--- config.mk ---
export PLATFORM = sky130hd
export DESIGN_NAME = clkdiv_monitor
export DESIGN_NICKNAME = d
export VERILOG_FILES = /design/src/rtl/clkdiv_pkg.sv /design/src/rtl/clkdiv_edge_sync.sv /design/src/rtl/clkdiv_monitor.sv
export SDC_FILE = /design/constraint.sdc
export NUM_CORES = 1
export LEC_CHECK = 0
export CORE_ASPECT_RATIO = 0.6
export CORE_MARGIN = 4
export CORE_UTILIZATION = 55
export DETAILED_ROUTE_END_ITERATION = 16
export GPL_TIMING_DRIVEN = 0
export MAX_ROUTING_LAYER = met4
export PLACE_DENSITY = 0.79
export REMOVE_ABC_BUFFERS = 1
export SETUP_SLACK_MARGIN = 0.4
export SYNTH_ARGS = -nofsm -noshare
export SYNTH_HDL_FRONTEND = slang
export SYNTH_SLANG_ARGS = --single-unit
export TNS_END_PERCENT = 1
--- constraint.sdc ---
create_clock -name clk -period 4.05 [get_ports clk]
set_clock_uncertainty 0.05 [all_clocks]
set_input_delay 1.0125 -clock clk [delete_from_list [all_inputs] [get_ports clk]]
set_output_delay 1.0125 -clock clk [all_outputs]
set_load 0.01 [all_outputs]
--- src/rtl/clkdiv_pkg.sv ---
// Shared types and helpers for the divided-clock monitor.
// Holds the FSM state encoding, the default counter ceiling and the
// high-phase match window used to accept quantised 50%-duty dividers.
package clkdiv_pkg;

   // Measurement FSM: waiting for a reference rise, or timing a period.
   typedef enum logic [0:0] {
      ST_WAIT = 1'b0,
      ST_MEAS = 1'b1
   } clkdiv_state_e;

   // Counter ceiling for the default 8-bit counters.
   localparam int CNT_W_DEF = 8;
   localparam int CNT_MAX   = (1 << CNT_W_DEF) - 1;

   // Ceiling of a counter of arbitrary width (all ones).
   function automatic int cnt_max(input int cnt_w);
      return (1 << cnt_w) - 1;
   endfunction

   // Lowest high-phase length accepted for a given divisor.
   function automatic int hi_lo(input int exp_div);
      return exp_div / 2;
   endfunction

   // Highest high-phase length accepted for a given divisor.
   function automatic int hi_hi(input int exp_div);
      return (exp_div + 1) / 2;
   endfunction

endpackage

--- src/rtl/clkdiv_edge_sync.sv ---
// Input stage of the divided-clock monitor.
// Samples div_clk on clk (through a 2-flop synchroniser when the
// CLKDIV_MON_SYNC_EN macro is defined) and produces a registered rising-edge
// strobe together with the sampled level aligned to that strobe.
module clkdiv_edge_sync
   import clkdiv_pkg::*;
(
   input  logic clk,
   input  logic reset,
   input  logic div_clk,
   output logic samp,
   output logic rise
);

   logic samp_in_s;
   logic samp_r;
   logic samp_d_r;
   logic rise_r;

`ifdef CLKDIV_MON_SYNC_EN
   logic meta_r;

   // First synchroniser flop; this one is allowed to go metastable.
   always_ff @(posedge clk) begin
      if (reset) begin
         meta_r <= 1'b0;
      end else begin
         meta_r <= div_clk;
      end
   end

   assign samp_in_s = meta_r;
`else
   assign samp_in_s = div_clk;
`endif

   // Sample the level, keep its one-cycle history and register the rise strobe.
   always_ff @(posedge clk) begin
      if (reset) begin
         samp_r   <= 1'b0;
         samp_d_r <= 1'b0;
         rise_r   <= 1'b0;
      end else begin
         samp_r   <= samp_in_s;
         samp_d_r <= samp_r;
         rise_r   <= samp_r & ~samp_d_r;
      end
   end

   // samp_d_r holds the level of the same cycle that rise_r describes.
   assign samp = samp_d_r;
   assign rise = rise_r;

endmodule

--- src/rtl/clkdiv_monitor.sv ---
// Receive-side checker for divided clocks.
// Measures every period and high phase of i_div_clk in clk cycles, declares
// lock after LOCK_CNT consecutive periods matching EXP_DIV, and raises a
// sticky error on any mismatch or on a stuck input.
// Optional macro CLKDIV_MON_SYNC_EN adds a 2-flop synchroniser on i_div_clk
// (one extra cycle of latency) for clocks not derived from clk.
module clkdiv_monitor
   import clkdiv_pkg::*;
#(
   parameter int CNT_W    = 8,
   parameter int EXP_DIV  = 7,
   parameter int LOCK_CNT = 4
)
(
   input  logic             clk,
   input  logic             reset,
   input  logic             i_div_clk,
   input  logic             i_clear,
   output logic [CNT_W-1:0] o_period,
   output logic [CNT_W-1:0] o_high,
   output logic             o_valid,
   output logic             o_locked,
   output logic             o_err,
   output logic             o_stuck
);

   localparam int MC_W = $clog2(LOCK_CNT + 1);

   localparam logic [CNT_W-1:0] CNT_SAT = CNT_W'(cnt_max(CNT_W));
   localparam logic [CNT_W-1:0] CNT_ONE = CNT_W'(32'd1);
   localparam logic [CNT_W-1:0] EXP_L   = CNT_W'(EXP_DIV);
   localparam logic [CNT_W-1:0] HI_LO_L = CNT_W'(hi_lo(EXP_DIV));
   localparam logic [CNT_W-1:0] HI_HI_L = CNT_W'(hi_hi(EXP_DIV));
   localparam logic [MC_W-1:0]  MC_ONE  = MC_W'(32'd1);
   localparam logic [MC_W-1:0]  LOCK_L  = MC_W'(LOCK_CNT);

   logic             samp_s;
   logic             rise_s;
   logic             match_hit_s;
   logic             err_set_s;

   clkdiv_state_e    state_r;
   clkdiv_state_e    state_s;
   logic [CNT_W-1:0] per_cnt_r;
   logic [CNT_W-1:0] per_cnt_s;
   logic [CNT_W-1:0] hi_cnt_r;
   logic [CNT_W-1:0] hi_cnt_s;
   logic [MC_W-1:0]  match_cnt_r;
   logic [MC_W-1:0]  match_cnt_s;
   logic [CNT_W-1:0] period_r;
   logic [CNT_W-1:0] period_s;
   logic [CNT_W-1:0] high_r;
   logic [CNT_W-1:0] high_s;
   logic             valid_r;
   logic             valid_s;
   logic             locked_r;
   logic             locked_s;
   logic             err_r;
   logic             err_s;
   logic             stuck_r;
   logic             stuck_s;

   clkdiv_edge_sync u_edge_sync (
      .clk     (clk),
      .reset   (reset),
      .div_clk (i_div_clk),
      .samp    (samp_s),
      .rise    (rise_s)
   );

   // A finished period matches when its length is exact and its high phase
   // falls inside the window that absorbs odd-divisor quantisation.
   assign match_hit_s = (per_cnt_r == EXP_L) &&
                        (hi_cnt_r >= HI_LO_L) &&
                        (hi_cnt_r <= HI_HI_L);

   // Next-state and next-output logic for the measurement FSM.
   always_comb begin
      state_s     = state_r;
      per_cnt_s   = per_cnt_r;
      hi_cnt_s    = hi_cnt_r;
      match_cnt_s = match_cnt_r;
      period_s    = period_r;
      high_s      = high_r;
      valid_s     = 1'b0;
      locked_s    = locked_r;
      stuck_s     = stuck_r;
      err_set_s   = 1'b0;

      case (state_r)
         ST_WAIT: begin
            // First rise only opens a measurement; nothing is reported yet.
            if (rise_s) begin
               state_s   = ST_MEAS;
               per_cnt_s = CNT_ONE;
               hi_cnt_s  = CNT_ONE;
               stuck_s   = 1'b0;
            end else begin
               state_s   = ST_WAIT;
            end
         end
         ST_MEAS: begin
            if (rise_s) begin
               period_s  = per_cnt_r;
               high_s    = hi_cnt_r;
               valid_s   = 1'b1;
               per_cnt_s = CNT_ONE;
               hi_cnt_s  = CNT_ONE;
               if (match_hit_s) begin
                  if (match_cnt_r == LOCK_L) begin
                     match_cnt_s = LOCK_L;
                  end else begin
                     match_cnt_s = match_cnt_r + MC_ONE;
                  end
                  locked_s = (match_cnt_s == LOCK_L);
               end else begin
                  match_cnt_s = '0;
                  locked_s    = 1'b0;
                  err_set_s   = 1'b1;
               end
            end else if (per_cnt_r == CNT_SAT) begin
               // No rise for a full counter span: the clock is stuck.
               stuck_s     = 1'b1;
               err_set_s   = 1'b1;
               locked_s    = 1'b0;
               match_cnt_s = '0;
               state_s     = ST_WAIT;
            end else begin
               // per_cnt_r is below CNT_SAT here, so the increment cannot wrap.
               per_cnt_s = per_cnt_r + CNT_ONE;
               if (samp_s && (hi_cnt_r != CNT_SAT)) begin
                  hi_cnt_s = hi_cnt_r + CNT_ONE;
               end else begin
                  hi_cnt_s = hi_cnt_r;
               end
            end
         end
         default: begin
            state_s = ST_WAIT;
         end
      endcase

      // A new error always beats a clear requested in the same cycle.
      if (err_set_s) begin
         err_s = 1'b1;
      end else if (i_clear) begin
         err_s = 1'b0;
      end else begin
         err_s = err_r;
      end
   end

   // State, counters and output registers.
   always_ff @(posedge clk) begin
      if (reset) begin
         state_r     <= ST_WAIT;
         per_cnt_r   <= '0;
         hi_cnt_r    <= '0;
         match_cnt_r <= '0;
         period_r    <= '0;
         high_r      <= '0;
         valid_r     <= 1'b0;
         locked_r    <= 1'b0;
         err_r       <= 1'b0;
         stuck_r     <= 1'b0;
      end else begin
         state_r     <= state_s;
         per_cnt_r   <= per_cnt_s;
         hi_cnt_r    <= hi_cnt_s;
         match_cnt_r <= match_cnt_s;
         period_r    <= period_s;
         high_r      <= high_s;
         valid_r     <= valid_s;
         locked_r    <= locked_s;
         err_r       <= err_s;
         stuck_r     <= stuck_s;
      end
   end

   assign o_period = period_r;
   assign o_high   = high_r;
   assign o_valid  = valid_r;
   assign o_locked = locked_r;
   assign o_err    = err_r;
   assign o_stuck  = stuck_r;

endmodule
==> qor.txt <==
status -> finished clean
CTS Buffer Depth -> 2
share of the synthesized area in the top cell type -> 45.4%
DRT antenna net count -> 0
GRT busiest layer -> met2
Yosys Warn Count -> 0
Syn Area/Cell -> 8.47 um2
via count -> 1,697
root buffer cell -> clkbuf_8
adder-cell share of the synthesized area -> 3.30%
Worst Setup End Kind -> flip-flop
Initial Util -> 57.8%
Synth area leader -> dfxtp_1
mux cell area share after synthesis -> 1.05%
Int Pwr -> 0.000681 W
sequential power share -> 50.8%
Comb pwr share -> 2.6%
Power per Cell Area -> 378 mW/mm2
CP required -> 4160 ps
final net count -> 251
achievable clock frequency -> 347 MHz
vias in the first global route -> 1,612
combinational family with the most area after synthesis -> simple AND/OR/NAND/NOR gates
setup tns final -> 0 ps
worst ir drop on vdd -> 0.190 mV
Compound-Gate Fraction of Synth Area -> 18.5%
sw frac -> 19.9%
post-DR wirelength/cell -> 14.7 um
CP startpoint kind -> primary input
clock network power share -> 46.6%
Hold Slack -> 364 ps
final wirelength -> 4.24 mm
largest cells by area after synthesis -> dfxtp_1 (45%), nand2_1 (8.9%), a21oi_1 (7.4%), ha_1 (3.3%), nor2_1 (2.0%)
DRC errors left -> 0
die area -> 0.00449 mm2
Synth Cell Area -> 0.00190 mm2
most common cell in the netlist -> nand2_1
Max H-tree Level -> 2
ys async rst share -> 0%
count of buffers from port buffering -> 23
Max Cap Viol -> 0
# fillers -> 270
Post-CTS Setup Inserts -> 0
Post-Place Setup Slack -> 905 ps
XOR/XNOR share of the synthesized area -> 2.31%
first-pass GRT wire length -> 7.31 mm
core area -> 0.00328 mm2
crit share post-route -> 71.2%
GR Util met3 -> 4.82%
GRT met2 Usage -> 35.1%
CTS resizes -> 0
worst min path class -> reg2reg
TritonCTS buffer count -> 5
CTS tree -> yes
post-route minimum period -> 2880 ps
GRT overflow -> 0
DP Wirelength -> 2.96 mm
Pre-antenna DRT Iters -> 4
largest net degree at the start of global routing -> 30
final hold vios -> 0
gp weighted congestion -> 0.879
RSZ-0062 raised after global routing -> no
Layout area overhead -> 18.5%
met1 Usage GRT -> 26.2%
CP arrival -> 2990 ps
clock latency on the worst-skew pair -> 290 ps
fraction of layout cells with a size suffix above 1 -> 4.94%
Post-Synth Simple-Gate Area -> 24.5%
Seq/Total Area, Yosys -> 45.4%
ant diodes -> 0
worst-path maximum fanout -> 29
Chip Height -> 53.5 um
reg2reg setup slack -> 1900 ps
number of antenna violations at the first check in global routing -> 0
Starting DRT DRC Count -> 115
Rel. slew slack -> 30.7%
detailed-route vias per instance -> 5.89
Post-synth EDFFs -> 0
worst-margin pin slew -> 1040 ps
Synth top cells by count -> nand2_1 (45), dfxtp_1 (43), a21oi_1 (28)
io pins -> 24
die width -> 83.8 um
ys flop type -> dfxtp_1
GRT Util Overall -> 21.0%
fin worst setup slack -> 1170 ps
cts-stage hold buffer count -> 0
post-synthesis register bit count -> 43
Yosys cell types -> 42
Crit Path Class -> in2reg
Rows -> 16
max-slew violations -> 0
total net switching power -> 0.000169 W
Cells after Synth -> 224
setup violators final -> 0
clock-pin slew of the registers on the worst-case setup and hold paths -> 80 ps
Pleak -> 0.757 nW
clock sinks -> 43
[path summary, 6_finish.rpt]
check                                      start          endpoint  cells after the start
worst min-delay path            u_edge_sync.samp  u_edge_sync.rise                      1
worst max register to register           state_r    match_cnt_r[2]                      4
worst min register to register  u_edge_sync.samp  u_edge_sync.rise                      1
worst max-delay path                       reset       hi_cnt_r[1]                      4
[final cells by class]
| cell class | instances | area (um2) | share of cell area (%) |
|---|---|---|---|
| Timing Repair Buffer | 23 | 230 | 10.2 |
| Tap cell | 45 | 56.3 | 2.50 |
| Inverter | 7 | 26.3 | 1.17 |
| Clock buffer | 6 | 72.6 | 3.23 |
| Clock inverter | 2 | 60.1 | 2.67 |
| Multi-Input combinational cell | 162 | 942 | 41.9 |
| Sequential cell | 43 | 861 | 38.3 |
[state kept, by name (all words and copies together) (netlist names), 3 cells and up]
name         cells
o_high           8
match_cnt_r      3
per_cnt_r        8
o_period         8
hi_cnt_r         8
[power by group through the flow]
stage | Combinational (W) | Clock [W] | Sequential [W]
finish | 0.0000222 | 0.000396 | 0.000432
global route | 0.0000248 | 0.000414 | 0.000433
CTS | 0.0000222 | 0.000397 | 0.000432
detailed placement | 0.0000220 | 0 | 0.000442
global placement | 0.0000214 | 0 | 0.000442
floorplan | 0.0000111 | 0 | 0.000440
[routing by layer]
metal  share of wire, %  vias up  wire length [um]
li1                   -      836                 -
met1                 48      799              2020
met2                 46       56              1960
met3                5.6        6               239
met4               0.64        0                27
met5                  0        -                 0
[critical path, cell delays in order]
cell	delay (ps)
clkdlybuf4s50_1	1160
inv_1	220
nand2_1	450
o31ai_1	150
[layout by cell type (no fill, tap or decap), types with 4 or more instances in the layout]
cell and instances:
a21oi_1 28, and3_1 5, clkbuf_8 5, clkdlybuf4s50_1 23
dfxtp_1 43, ha_1 5, inv_1 7, nand2_1 45
nand4_1 5, nor2_1 10, nor2b_1 4, nor3_1 5
nor4_1 5, o21ai_0 5
[per-stage QoR]
step,instance area (um2),cells,util [%],total power (W)
3_3_place_gp,2120,280,64.4,0.000463
6_report,2250,288,68.5,0.000850
2_1_floorplan,1830,212,-,0.000451
4_1_cts,2250,288,68.5,0.000850
3_5_place_dp,2120,280,64.4,0.000464
5_1_grt,2250,288,68.5,0.000872
[logic make-up (layout without fill, tap and decap cells)]
group | count (synthesis) | count (layout)
adder cells (fa/ha/maj) | 5 | 5
AO/OA/AOI/OAI | 55 | 55
flip-flops | 43 | 43
multiplexers | 2 | 2
buffers and inverters | 19 | 38
AND/OR/NAND/NOR | 95 | 95
XOR/XNOR | 5 | 5
No activity file was read; power rests on OpenSTA's default activity.
